### src/rtl/alu_mc_param_if.sv
// alu_mc_param_if: request/result bundle between an ALU client and alu_mc_param
interface alu_mc_param_if #(parameter int WIDTH = 32);
  logic start;
  logic [WIDTH-1:0] e1;
  logic [WIDTH-1:0] e2;
  logic [3:0] sel;
  logic [WIDTH-1:0] res;
  logic [WIDTH-1:0] res_hi;
  logic zf;
  logic cf;
  logic dz;
  logic busy;
  logic done;
  modport master (output start, e1, e2, sel, input res, res_hi, zf, cf, dz, busy, done);
  modport slave (input start, e1, e2, sel, output res, res_hi, zf, cf, dz, busy, done);
endinterface

### src/rtl/alu_mc_param.sv
// alu_mc_param: registered ALU with iterative shift-add multiply and restoring divide
module alu_mc_param #(parameter int WIDTH = 32) (
  input logic clk,
  input logic rst,
  alu_mc_param_if.slave bus
);
  localparam int CW = $clog2(WIDTH);
  typedef enum logic [1:0] {IDLE, CALC, DONE} state_t;
  state_t state;
  logic [CW-1:0] cnt;
  logic [2*WIDTH-1:0] p;
  logic [WIDTH-1:0] b;
  logic is_mul;
  logic [WIDTH-1:0] s_res, s_hi;
  logic s_cf, s_dz, multi;
  logic [WIDTH:0] sum, diff, m_sum, sh, d_diff;
  logic [2*WIDTH-1:0] p_nx;
  // single-cycle results and the decision whether the op needs the iterative unit
  always_comb begin
    sum = {1'b0, bus.e1} + {1'b0, bus.e2};
    diff = {1'b0, bus.e1} - {1'b0, bus.e2};
    s_res = '0;
    s_hi = '0;
    s_cf = 1'b0;
    s_dz = 1'b0;
    multi = 1'b0;
    case (bus.sel)
      4'b0000: s_res = bus.e1 & bus.e2;
      4'b0001: s_res = bus.e1 | bus.e2;
      4'b0010: s_res = bus.e1 ^ bus.e2;
      4'b0011: s_res = ~(bus.e1 & bus.e2);
      4'b0100: {s_cf, s_res} = sum;
      4'b0101: {s_cf, s_res} = diff;
      4'b0110: multi = 1'b1;
      4'b0111: begin
        multi = bus.e2 != '0;
        s_res = '1;
        s_hi = bus.e1;
        s_dz = bus.e2 == '0;
      end
      4'b1000: s_res = WIDTH'(bus.e1 < bus.e2);
      4'b1001: s_res = WIDTH'(bus.e1 == bus.e2);
      default: s_res = '0;
    endcase
  end
  // one iteration: p holds {acc, multiplier} for MUL or {remainder, dividend/quotient} for DIV
  always_comb begin
    m_sum = {1'b0, p[2*WIDTH-1:WIDTH]} + (p[0] ? {1'b0, b} : '0);
    sh = {p[2*WIDTH-1:WIDTH], p[WIDTH-1]};
    d_diff = sh - {1'b0, b};
    p_nx = is_mul ? {m_sum, p[WIDTH-1:1]}
         : d_diff[WIDTH] ? {sh[WIDTH-1:0], p[WIDTH-2:0], 1'b0}
         : {d_diff[WIDTH-1:0], p[WIDTH-2:0], 1'b1};
  end
  // control FSM with registered results; start is honoured in IDLE and DONE only
  always_ff @(posedge clk) begin
    if (rst) begin
      state <= IDLE;
      cnt <= '0;
      p <= '0;
      b <= '0;
      is_mul <= 1'b0;
      bus.res <= '0;
      bus.res_hi <= '0;
      bus.zf <= 1'b1;
      bus.cf <= 1'b0;
      bus.dz <= 1'b0;
      bus.busy <= 1'b0;
      bus.done <= 1'b0;
    end else if (state == CALC) begin
      p <= p_nx;
      cnt <= cnt + 1'b1;
      if (cnt == CW'(WIDTH - 1)) begin
        state <= DONE;
        bus.busy <= 1'b0;
        bus.done <= 1'b1;
        bus.res <= p_nx[WIDTH-1:0];
        bus.res_hi <= p_nx[2*WIDTH-1:WIDTH];
        bus.zf <= p_nx[WIDTH-1:0] == '0;
        bus.cf <= 1'b0;
        bus.dz <= 1'b0;
      end
    end else if (bus.start) begin
      b <= bus.e2;
      is_mul <= bus.sel == 4'b0110;
      cnt <= '0;
      p <= {{WIDTH{1'b0}}, bus.e1};
      if (multi) begin
        state <= CALC;
        bus.busy <= 1'b1;
        bus.done <= 1'b0;
      end else begin
        state <= DONE;
        bus.done <= 1'b1;
        bus.res <= s_res;
        bus.res_hi <= s_hi;
        bus.zf <= s_res == '0;
        bus.cf <= s_cf;
        bus.dz <= s_dz;
      end
    end else begin
      state <= IDLE;
      bus.done <= 1'b0;
    end
  end
endmodule

### src/flat_wrapper.sv
// flat-port wrapper written by rule: the top's interface ports become plain ports
module alu_mc_param_flat 
#(parameter int WIDTH = 32)
  (clk, rst, bus_start, bus_e1, bus_e2, bus_sel, bus_res, bus_res_hi, bus_zf, bus_cf, bus_dz, bus_busy, bus_done);
  alu_mc_param_if #(.WIDTH(WIDTH)) bus_i ();
  input logic clk;
  input logic rst;
  input wire logic [$bits(bus_i.start)-1:0] bus_start;
  input wire logic [$bits(bus_i.e1)-1:0] bus_e1;
  input wire logic [$bits(bus_i.e2)-1:0] bus_e2;
  input wire logic [$bits(bus_i.sel)-1:0] bus_sel;
  output wire logic [$bits(bus_i.res)-1:0] bus_res;
  output wire logic [$bits(bus_i.res_hi)-1:0] bus_res_hi;
  output wire logic [$bits(bus_i.zf)-1:0] bus_zf;
  output wire logic [$bits(bus_i.cf)-1:0] bus_cf;
  output wire logic [$bits(bus_i.dz)-1:0] bus_dz;
  output wire logic [$bits(bus_i.busy)-1:0] bus_busy;
  output wire logic [$bits(bus_i.done)-1:0] bus_done;
  assign bus_i.start = bus_start;
  assign bus_i.e1 = bus_e1;
  assign bus_i.e2 = bus_e2;
  assign bus_i.sel = bus_sel;
  assign bus_res = bus_i.res;
  assign bus_res_hi = bus_i.res_hi;
  assign bus_zf = bus_i.zf;
  assign bus_cf = bus_i.cf;
  assign bus_dz = bus_i.dz;
  assign bus_busy = bus_i.busy;
  assign bus_done = bus_i.done;
  alu_mc_param #(.WIDTH(WIDTH)) u_core (.clk(clk), .rst(rst), .bus(bus_i));
endmodule
### config.mk
export PLATFORM = sky130hd
export DESIGN_NAME = alu_mc_param_flat
export DESIGN_NICKNAME = d
export VERILOG_FILES = /design/src/rtl/alu_mc_param_if.sv /design/src/rtl/alu_mc_param.sv /design/src/flat_wrapper.sv
export SDC_FILE = /design/constraint.sdc
export NUM_CORES = 1
export LEC_CHECK = 0
export ABC_AREA = 1
export CAP_MARGIN = 15
export CORE_ASPECT_RATIO = 2
export CORE_UTILIZATION = 61
export CTS_CLUSTER_SIZE = 12
export DETAILED_ROUTE_END_ITERATION = 12
export PLACE_DENSITY = 0.95
export SLEW_MARGIN = 20
export SYNTH_ARGS = -nofsm -noshare
export SYNTH_HDL_FRONTEND = slang
export SYNTH_SLANG_ARGS = --single-unit
### constraint.sdc
create_clock -name clk -period 6.34 [get_ports clk]
set_input_delay 0.634 -clock clk [delete_from_list [all_inputs] [get_ports clk]]
set_output_delay 0.634 -clock clk [all_outputs]
set_load 0.05 [all_outputs]
==> impl_metrics.ini, run 1 <==
[synthesis]
synth_area_leader_cell = dfxtp_1
synthTopCellsByArea = dfxtp_1 18%, nand2_1 18%, ha_1 11%
syn_avg_cell_area_um2 = 5.79
netlist_instances = 3259
synth-edff-count = 0
yosysMostFrequentCell = nand2_1
syn_nets = 3504
ys_ff_latch = 172
synth-main-ff-cell = dfxtp_1
synth_top_area_share_pct = 18.2
synth_commonest_cells = 883 x nand2_1, 493 x inv_1, 298 x a21oi_1
yosys_warnings = 0
async_flop_share_pct = 0
ys_seq_area_share_pct = 18.2
ys_types = 58
syn-cell-area_mm2 = 0.0189

[floorplanning]
die_w_um = 126
num_rows = 90
die_h_um = 251
io_pins = 140
initial_core_util_pct = 62.3

[clock_network]
ctsResizeCount = 0
cts_max_level = 4
cts_root_buf = clkbuf_16
cts_sinks = 172
postCtsSetupBuffers = 0
numCtsBuffers = 17
cts_hold_buffers = 0
cts.path.max_buffers = 2

[status]
firstError = [ERROR GRT-0116] Global routing finished with congestion. Check the congestion regions in the DRC Viewer.
stop_stage = 5_1_grt
outcome = did not finish

[placement]
dpl.hpwl_um = 68000
gp_congestion = 1.25
dpl_worst_slack_ns = 1.81
post_dp_cell_area_mm2 = 0.0202
port_buffers = 139

[grt]
grt_pass1_vias = 24900
grt_pass1_wl_um = 145000
grt_start_max_net_pins = 76
gr-total-overflow = 5
gr-usage-all-layers_pct = 60.7
==> metal layers <==
metal,overflow,global-route usage [%]
met5,0,3.34
met4,2,64.9
met3,0,28.6
met2,3,88.4
met1,0,60.5
==> stage by stage <==
step | hold slack, ns | instances | utilization [%]
CTS | 0.485 | 3681 | 68.5
floorplan | 0.445 | 3259 | -
global placement | 0.452 | 3649 | 66.7
detailed placement | 0.474 | 3649 | 66.7
==> cells by family after synthesis <==
logic type,Yosys count,synth area share [%]
DFF,172,18.2
adders and majority gates,174,11.7
buffers and inverters,645,13.8
and+or+nand+nor,1559,35.1
xor gates and xnor gates,26,1.21
AOI/OAI and AO/OA,683,20.0
==> run 2: changes to the inputs <==
Settings changed: CORE_ASPECT_RATIO 2 to default, CORE_UTILIZATION 61 to 40, CTS_CLUSTER_SIZE 12 to default, PLACE_DENSITY 0.95 to default, PLACE_DENSITY_LB_ADDON from default to 0.15.
==> run 2 against run 1 <==
Against the previous run:
- the run now ends clean
- synthesized cell count stayed put
- synthesized area stayed put
==> impl_metrics.ini, run 2 <==
[status]
outcome = finished clean

[timing]
slew_violations = 0
report.final.setup_viol = 0
hold_viol_final = 0
max_freq_mhz = 225
fin_setup_tns_ns = 0
skew_ns = 0.0159
tightestPinTransition_ns = 1.23
maxSlewHeadroom_pct = 18.1
rsz0062_at_grt = no
finalCriticalPeriod_ns = 4.45
post-route-period-util_pct = 70.2

[clock_network]
clk_latency_ns = 0.48
cts.path.max_buffers = 2
cts_root_buf = clkbuf_16
clk_pin_slew_worst_paths_ns = 0.07
cts_sinks = 172
cts_tree = yes
cts_max_level = 4
cts_hold_buffers = 0
numCtsBuffers = 17
ctsResizeCount = 0
postCtsSetupBuffers = 0

[setup_path]
path_class = input port to flop
r2r-end = u_core.bus.res_hi[26]$_SDFFE_PP0P_
cp-endpoint = u_core.bus.res_hi[26]$_SDFFE_PP0P_
startpoint = bus_e2[1]
crit_fanout = 57
arrival_ns = 4.80
required_ns = 6.69
end_kind = flop
r2r_slack_ns = 2.29
reg2regPathDepth = 7
start_kind = input port
r2r-start = u_core.bus.done$_SDFFE_PP0P_

[synthesis]
yosys_warnings = 0
synth_top_family_by_area = simple AND/OR/NAND/NOR gates
yosysMostFrequentCell = nand2_1
syn-cell-area_mm2 = 0.0189
syn_nets = 3504
ys_types = 58
syn_avg_cell_area_um2 = 5.79
ys_ff_latch = 172
synth-edff-count = 0
ys_seq_area_share_pct = 18.2
netlist_instances = 3259
synth-main-ff-cell = dfxtp_1
synth_commonest_cells = 883 x nand2_1, 493 x inv_1, 298 x a21oi_1
synthSimpleGateAreaFrac_pct = 35.1
synth_top_area_share_pct = 18.2
yosys.area_share.adder_pct = 11.7
synth_compound_area_share_pct = 20.0
synth-xor-area-share_pct = 1.21
async_flop_share_pct = 0
synth.area.mux_share_pct = 0
synth_area_leader_cell = dfxtp_1
synthTopCellsByArea = dfxtp_1 18%, nand2_1 18%, ha_1 11%

[layout]
layout_common_cells = 883 x nand2_1, 492 x inv_1, 298 x a21oi_1
syn_to_final_growth_pct = 11.7
top_register = u_core.p
fin_nets = 3545
final_area_mm2 = 0.0211
utilization_pct = 45.3
fillers = 5145
multi_input_area_mm2 = 0.0129
regArea_mm2 = 0.00344
drive_gt1_share_pct = 3.80
largest_reg_flops = 64
final_common_cell = nand2_1

[grt]
grt_start_max_net_pins = 78
grt_pass1_wl_um = 132000
gr-usage-all-layers_pct = 37.5
antenna_found_initial = 0
grt_pass1_vias = 20700
gr-total-overflow = 0

[hold_path]
hold_path_class = flop to flop
whs_path_depth = 2

[drt]
dr.pass1.iters = 6
drtIter0Drc = 2644
ant_nets = 0
wirelength_um = 90800
drc = 0
via_count = 22400
wire_per_inst_um = 23.2
viasPerCell = 5.71

[floorplanning]
die_w_um = 219
initial_core_util_pct = 40.6
core_area_mm2 = 0.0466
num_rows = 79
die-area_mm2 = 0.0481
io_pins = 140
die_h_um = 219

[power]
powerDensity_mw_per_mm2 = 176
leakagePower_nw = 10.3
vdd_drop_max_uv = 205

[run]
drv_cap = 0

[placement]
gp_congestion = 1.07
port_buffers = 139
dpl.hpwl_um = 73000
post_dp_cell_area_mm2 = 0.0205
run 2: cell counts after synthesis:
Identical to the previous run, type by type.
run 2: worst min path at each step:
| stage | end | from |
|---|---|---|
| 3_3_place_gp | u_core.bus.dz$_SDFFE_PP0P_ | u_core.bus.dz$_SDFFE_PP0P_ |
| 2_1_floorplan | u_core.cnt[4]$_SDFFE_PP0P_ | u_core.cnt[4]$_SDFFE_PP0P_ |
| 6_report | u_core.cnt[4]$_SDFFE_PP0P_ | u_core.cnt[4]$_SDFFE_PP0P_ |
| 4_1_cts | u_core.bus.dz$_SDFFE_PP0P_ | u_core.bus.dz$_SDFFE_PP0P_ |
| 3_5_place_dp | u_core.bus.cf$_SDFFE_PP0P_ | u_core.bus.cf$_SDFFE_PP0P_ |
| 5_1_grt | u_core.bus.res[13]$_SDFFE_PP0P_ | u_core.bus.res[13]$_SDFFE_PP0P_ |
run 2: critical path: stages:
cell and delay [ns]:
clkdlybuf4s50_1 0.45, nor4_1 0.89, nand4_1 0.22, nor2_1 0.26, nor2_1 0.08, nor2_1 0.13
nand2_1 0.10, nand2_2 0.51, clkinv_2 0.94, a21oi_1 0.44, a21oi_1 0.11
run 2: cell type report:
class,count,share of cell area (%)
clock inverters,14,0.742
repair buffers,155,7.14
flip-flops and latches,172,16.3
well taps,607,3.60
inverters,512,9.13
multi-input cells,2442,61.0
diodes,1,0.0119
clock buffers,17,2.02
run 2: cells by family after synthesis:
logic type	Yosys count
compound gates	683
xor+xnor	26
fa+ha+maj	174
buf+inv	645
flops	172
simple gates	1559
run 2: report_power, final:
group | total (mW) | switching [mW] | leakage [nW] | internal (mW)
logic | 1.41 | 1.00 | 8.59 | 0.402
registers | 1.22 | 0.0720 | 1.41 | 1.15
clock network | 1.09 | 0.500 | 0.284 | 0.585
run 2: per-layer routing:
metal  global-route usage, %  wire length [um]  vias to the layer above
li1                        -                 -                    10700
met1                    49.8             39100                    10500
met2                    58.9             39900                     1008
met3                    5.60              7090                      169
met4                    18.0              4750                        0
met5                       0                 0                        -
run 2: stage by stage:
| stage | worst slack, ns | instances | power (mW) | hold WS [ns] |
|---|---|---|---|---|
| finish | 1.89 | 3920 | 3.71 | 0.469 |
| global route | 1.73 | 3919 | 3.87 | 0.485 |
| CTS | 2.21 | 3919 | 3.68 | 0.468 |
| floorplan | 3.65 | 3259 | 2.10 | 0.445 |
| detailed placement | 1.71 | 3888 | 2.60 | 0.458 |
| global placement | 1.77 | 3888 | 2.60 | 0.452 |
No activity file was read; power rests on OpenSTA's default activity.
==> run 3: changes to the inputs <==
Clock period 6.34 ns to 4.4 ns, I/O delays scaled along.
==> run 3 against run 2 <==
Against the previous run:
- utilization is 0.79 points higher
- sequential share of layout area decreased by 0.28 points
- first-iteration DRC count is 6.7% lower
- critical path depth unchanged
==> impl_metrics.ini, run 3 (synthesis results as in run 2) <==
[drt]
viasPerCell = 5.79
ant_nets = 0
drtIter0Drc = 2466
wirelength_um = 94900
wire_per_inst_um = 24.0
via_count = 22900
drc = 0
dr.pass1.iters = 6

[layout]
fillers = 5103
drive_gt1_share_pct = 5.03
largest_reg_flops = 64
utilization_pct = 46.1
fin_nets = 3589
num_antenna_cells = 0
final_common_cell = nand2_1
syn_to_final_growth_pct = 13.7
layout_common_cells = 883 x nand2_1, 492 x inv_1, 298 x a21oi_1
top_register = u_core.p

[power]
powerDensity_mw_per_mm2 = 255
power_mw = 5.47
vdd_drop_max_uv = 238
leakagePower_nw = 10.5

[floorplanning]
num_rows = 79
io_pins = 140
die-area_mm2 = 0.0481
die_h_um = 219
initial_core_util_pct = 40.6
core_area_mm2 = 0.0466
die_w_um = 219

[grt]
gr-usage-all-layers_pct = 39.2
grt_pass1_vias = 21600
grt_pass1_wl_um = 138000
gr-total-overflow = 0
grt_start_max_net_pins = 76
antenna_found_initial = 3

[timing]
fin_ws_ns = 0.324
rsz0062_at_grt = no
max_freq_mhz = 245
slew_violations = 0
report.final.setup_viol = 0
post-route-period-util_pct = 92.6
finalCriticalPeriod_ns = 4.08
maxSlewHeadroom_pct = 26.4
tightestPinTransition_ns = 1.09
fin_setup_tns_ns = 0
hold_viol_final = 0
skew_ns = 0.0140

[hold_path]
hold_path_end = u_core.cnt[4]$_SDFFE_PP0P_
hp-start = u_core.cnt[4]$_SDFFE_PP0P_
whs_path_depth = 2
hold_path_class = flop to flop

[clock_network]
cts_sinks = 172
numCtsBuffers = 17
ctsResizeCount = 0
clk_latency_ns = 0.49
clk_pin_slew_worst_paths_ns = 0.07
postCtsSetupBuffers = 0
cts_hold_buffers = 0
cts_root_buf = clkbuf_16
cts_max_level = 4
cts.path.max_buffers = 2
cts_tree = yes

[setup_path]
r2r-start = u_core.state[0]$_SDFFE_PP0P_
arrival_ns = 4.43
required_ns = 4.75
r2r_slack_ns = 0.81
reg2regPathDepth = 8
r2r-end = u_core.bus.res_hi[21]$_SDFFE_PP0P_
end_kind = flop
start_kind = input port
path_class = input port to flop
crit_fanout = 57

[placement]
gp_congestion = 1.14
dpl.hpwl_um = 77400
port_buffers = 139
dpl_worst_slack_ns = -0.0209

[run]
drv_cap = 0

[status]
outcome = finished clean
==> run 3: cell count changes in the layout (fill, tap and decap cells not counted), sizes merged <==
cell	previous run	this run
inv	512	511
clkinvlp	2	1
clkbuf	17	18
clkinv	10	12
buf	17	61
diode	1	0
==> run 3: routing by layer <==
layer  routed length, um  track usage (%)  vias to the layer above
li1                    -                -                    10800
met3                7240             5.61                      204
met4                4800             18.7                        6
met2               42400             63.3                     1072
met1               40500             51.1                    10800
met5                  38                0                        -
==> run 3: power breakdown <==
part	total [mW]	internal [mW]	switching (mW)
clock network	1.63	0.874	0.754
registers	1.76	1.65	0.109
logic	2.09	0.608	1.48
==> run 3: worst max-delay path by stage <==
| stage | slack [ns] | startpoint | cells past startpoint | to |
|---|---|---|---|---|
| after floorplan | 1.71 | u_core.p[0]$_SDFFE_PP0P_ | 16 | u_core.p[61]$_SDFFE_PP0P_ |
| after global placement | -0.06 | bus_e2[0] | 14 | u_core.bus.res[8]$_SDFFE_PP0P_ |
| after detailed placement | -0.02 | bus_e2[0] | 14 | u_core.bus.res[8]$_SDFFE_PP0P_ |
| after CTS | 0.50 | bus_e2[0] | 14 | u_core.bus.res[8]$_SDFFE_PP0P_ |
| after global routing | 0.20 | bus_e2[1] | 11 | u_core.bus.res_hi[22]$_SDFFE_PP0P_ |
| final | 0.32 | bus_e2[1] | 11 | u_core.bus.res_hi[21]$_SDFFE_PP0P_ |
==> run 3: cell type report <==
type                       count  area (um^2)  area share [%]
inverter                     512         1930            8.98
clock inverter                14          180           0.840
timing repair buffer         199         1850            8.62
sequential                   172         3440            16.1
tap                          607          759            3.54
multi-input combinational   2442        12900            59.9
clock buffer                  18          439            2.05
==> run 3: worst max-delay path, stage by stage <==
cell and delay (ns):
clkdlybuf4s50_1 0.51, nor4_1 0.97, nand4_1 0.16, nor2_1 0.21
nor2_1 0.09, nor2_1 0.10, nand2_1 0.12, nand2_2 0.13
clkinv_2 0.74, a21oi_1 0.79, a21oi_1 0.14
==> run 3: per-stage QoR <==
step,cells,hold WS (ns),cell area (um^2)
after detailed placement,3932,0.459,20800
after floorplan,3259,0.445,18900
after CTS,3964,0.470,21500
after global placement,3932,0.455,20800
after global routing,3964,0.488,21500
final,3964,0.467,21500
==> run 4: changes to the inputs <==
Settings changed: CORE_UTILIZATION 40 to 35, SLEW_MARGIN 20 to default.
==> run 4 against run 3 <==
Against the previous run:
- final area rose by 4.9%
- clock skew grew 0.0070 ns
- total power increased by 2.8%
- register-to-register slack about the same
- largest power group unchanged
- fmax is 2.1% lower
- critical endpoint is now u_core.bus.zf$_SDFFE_PP1P_
- critical path type unchanged
- worst hold slack improved by 0.0054 ns
- largest cell class unchanged
- routed wire length is 10% higher
- highest routed layer unchanged
==> impl_metrics.ini, run 4 (synthesis results as in run 2) <==
[drt]
wire_per_inst_um = 25.2
via_count = 23400
ant_nets = 0
dr.pass1.iters = 9
highest_layer = met5
drtIter0Drc = 2292
drc = 0
wirelength_um = 105000
met2_length_um = 48100
viasPerCell = 5.61
wl_met1_um = 43600
wl_met3_um = 7030

[setup_path]
crit_path_cell_trace = clkdlybuf4s50_1 -> ha_1 -> inv_1 -> fa_1 -> inv_1 -> nand3_1 -> nand2_2 -> nand2_1 -> nand2_2 -> inv_1 -> nand2_1 -> a31oi_1 -> nor4_1 -> nand3_1 -> nor2_1 -> nand2_1 -> nand2_1 -> nand2_1 -> nand2_1
r2r-end = u_core.p[61]$_SDFFE_PP0P_
slowest_stage = nor4_1
end_kind = flop
cp_top_family = simple AND/OR/NAND/NOR gates
crit_path_frequent_cell = nand2_1
crit_fanout = 6
start_kind = input port
r2r_slack_ns = 0.80
crit_buf_inv = 4
arrival_ns = 4.61
path_class = input port to flop
cpPeakStageDelay_ns = 0.85
required_ns = 4.84
reg2regPathDepth = 14
r2r-start = u_core.p[0]$_SDFFE_PP0P_

[placement]
dpl.cell_count = 4138
post_dp_cell_area_mm2 = 0.0219
gp_congestion = 1.06
dpl.hpwl_um = 85700
port_buffers = 139
dpl_worst_slack_ns = -0.0760

[floorplanning]
die_h_um = 234
io_pins = 140
die-area_mm2 = 0.0549
initial_core_util_pct = 35.6
core_area_mm2 = 0.0530
die_w_um = 234
num_rows = 84

[timing]
report.final.setup_viol = 0
finalCriticalPeriod_ns = 4.17
rsz0062_at_grt = no
tightestPinTransition_ns = 1.15
slew_violations = 0
skew_ns = 0.0210
fin_ws_ns = 0.235
post-route-period-util_pct = 94.7
worst_hold_slack_ns = 0.473
maxSlewHeadroom_pct = 23.3
hold_viol_final = 0
max_freq_mhz = 240
fin_setup_tns_ns = 0

[layout]
layout_common_cells = 883 x nand2_1, 492 x inv_1, 298 x a21oi_1
largest_reg_flops = 64
final_cells = 4170
utilization_pct = 42.5
multi_input_area_mm2 = 0.0129
fin_nets = 3714
fillers = 5878
final_area_mm2 = 0.0225
drive_gt1_share_pct = 8.53
num_antenna_cells = 0
regArea_mm2 = 0.00344
final_common_cell = nand2_1
top_register = u_core.p
syn_to_final_growth_pct = 19.3

[power]
vdd_drop_max_uv = 271
powerDensity_mw_per_mm2 = 250
power_mw = 5.63
leakagePower_nw = 11.1

[clock_network]
cts_hold_buffers = 0
clk_pin_slew_worst_paths_ns = 0.09
postCtsSetupBuffers = 0
cts_tree = yes
cts_max_level = 4
clk_latency_ns = 0.49
numCtsBuffers = 17
cts.path.max_buffers = 2
cts_sinks = 172
cts_root_buf = clkbuf_16
ctsResizeCount = 0

[grt]
grt_pass1_wl_um = 149000
gr-total-overflow = 0
gr-usage-all-layers_pct = 37.9
grt_start_max_net_pins = 75
grt_pass1_vias = 22200
antenna_found_initial = 4

[run]
drv_cap = 0

[hold_path]
hp-start = u_core.cnt[4]$_SDFFE_PP0P_
whs_path_depth = 2
hold_path_class = flop to flop
hold_path_end = u_core.cnt[4]$_SDFFE_PP0P_

[status]
outcome = finished clean
==> run 4: changes by cell type in the layout (fill, tap and decap cells not counted), sizes merged <==
cell      change
clkinv        -2
inv           +2
clkbuf        -1
bufinv        -2
buf         +125
clkinvlp      +3
==> run 4: how the worst max path moves through the flow <==
stage | start | end | slack (ns) | cells after the start
2_1_floorplan | u_core.p[0]$_SDFFE_PP0P_ | u_core.p[61]$_SDFFE_PP0P_ | 1.71 | 16
3_3_place_gp | bus_e2[0] | u_core.bus.zf$_SDFFE_PP1P_ | -0.19 | 19
3_5_place_dp | bus_e2[0] | u_core.bus.zf$_SDFFE_PP1P_ | -0.08 | 19
4_1_cts | bus_e2[0] | u_core.bus.zf$_SDFFE_PP1P_ | 0.44 | 19
5_1_grt | bus_e2[0] | u_core.bus.zf$_SDFFE_PP1P_ | 0.32 | 19
6_report | bus_e2[0] | u_core.bus.zf$_SDFFE_PP1P_ | 0.23 | 19
==> run 4: tightest hold or removal path, cell delays in order, from the launching register on <==
cell and delay (ns):
dfxtp_1 0.32, nand2_1 0.06, a21oi_1 0.05
==> run 4: final cells by class <==
| cell class | count | area share (%) |
|---|---|---|
| clock inverter | 15 | 0.689 |
| sequential | 172 | 15.3 |
| tap | 688 | 3.82 |
| timing repair buffer | 324 | 12.6 |
| multi-input combinational | 2442 | 57.2 |
| inverter | 512 | 8.55 |
| clock buffer | 17 | 1.89 |
==> run 4: metal layers <==
metal | vias to the layer above | track usage (%)
met3 | 239 | 5.67
met5 | - | 0
met1 | 11100 | 46.9
met4 | 8 | 20.5
li1 | 11100 | -
met2 | 1049 | 62.8
==> run 4: where the power goes <==
part | switching (mW) | internal [mW]
clock network | 0.820 | 0.754
registers | 0.0926 | 1.65
logic | 1.59 | 0.716
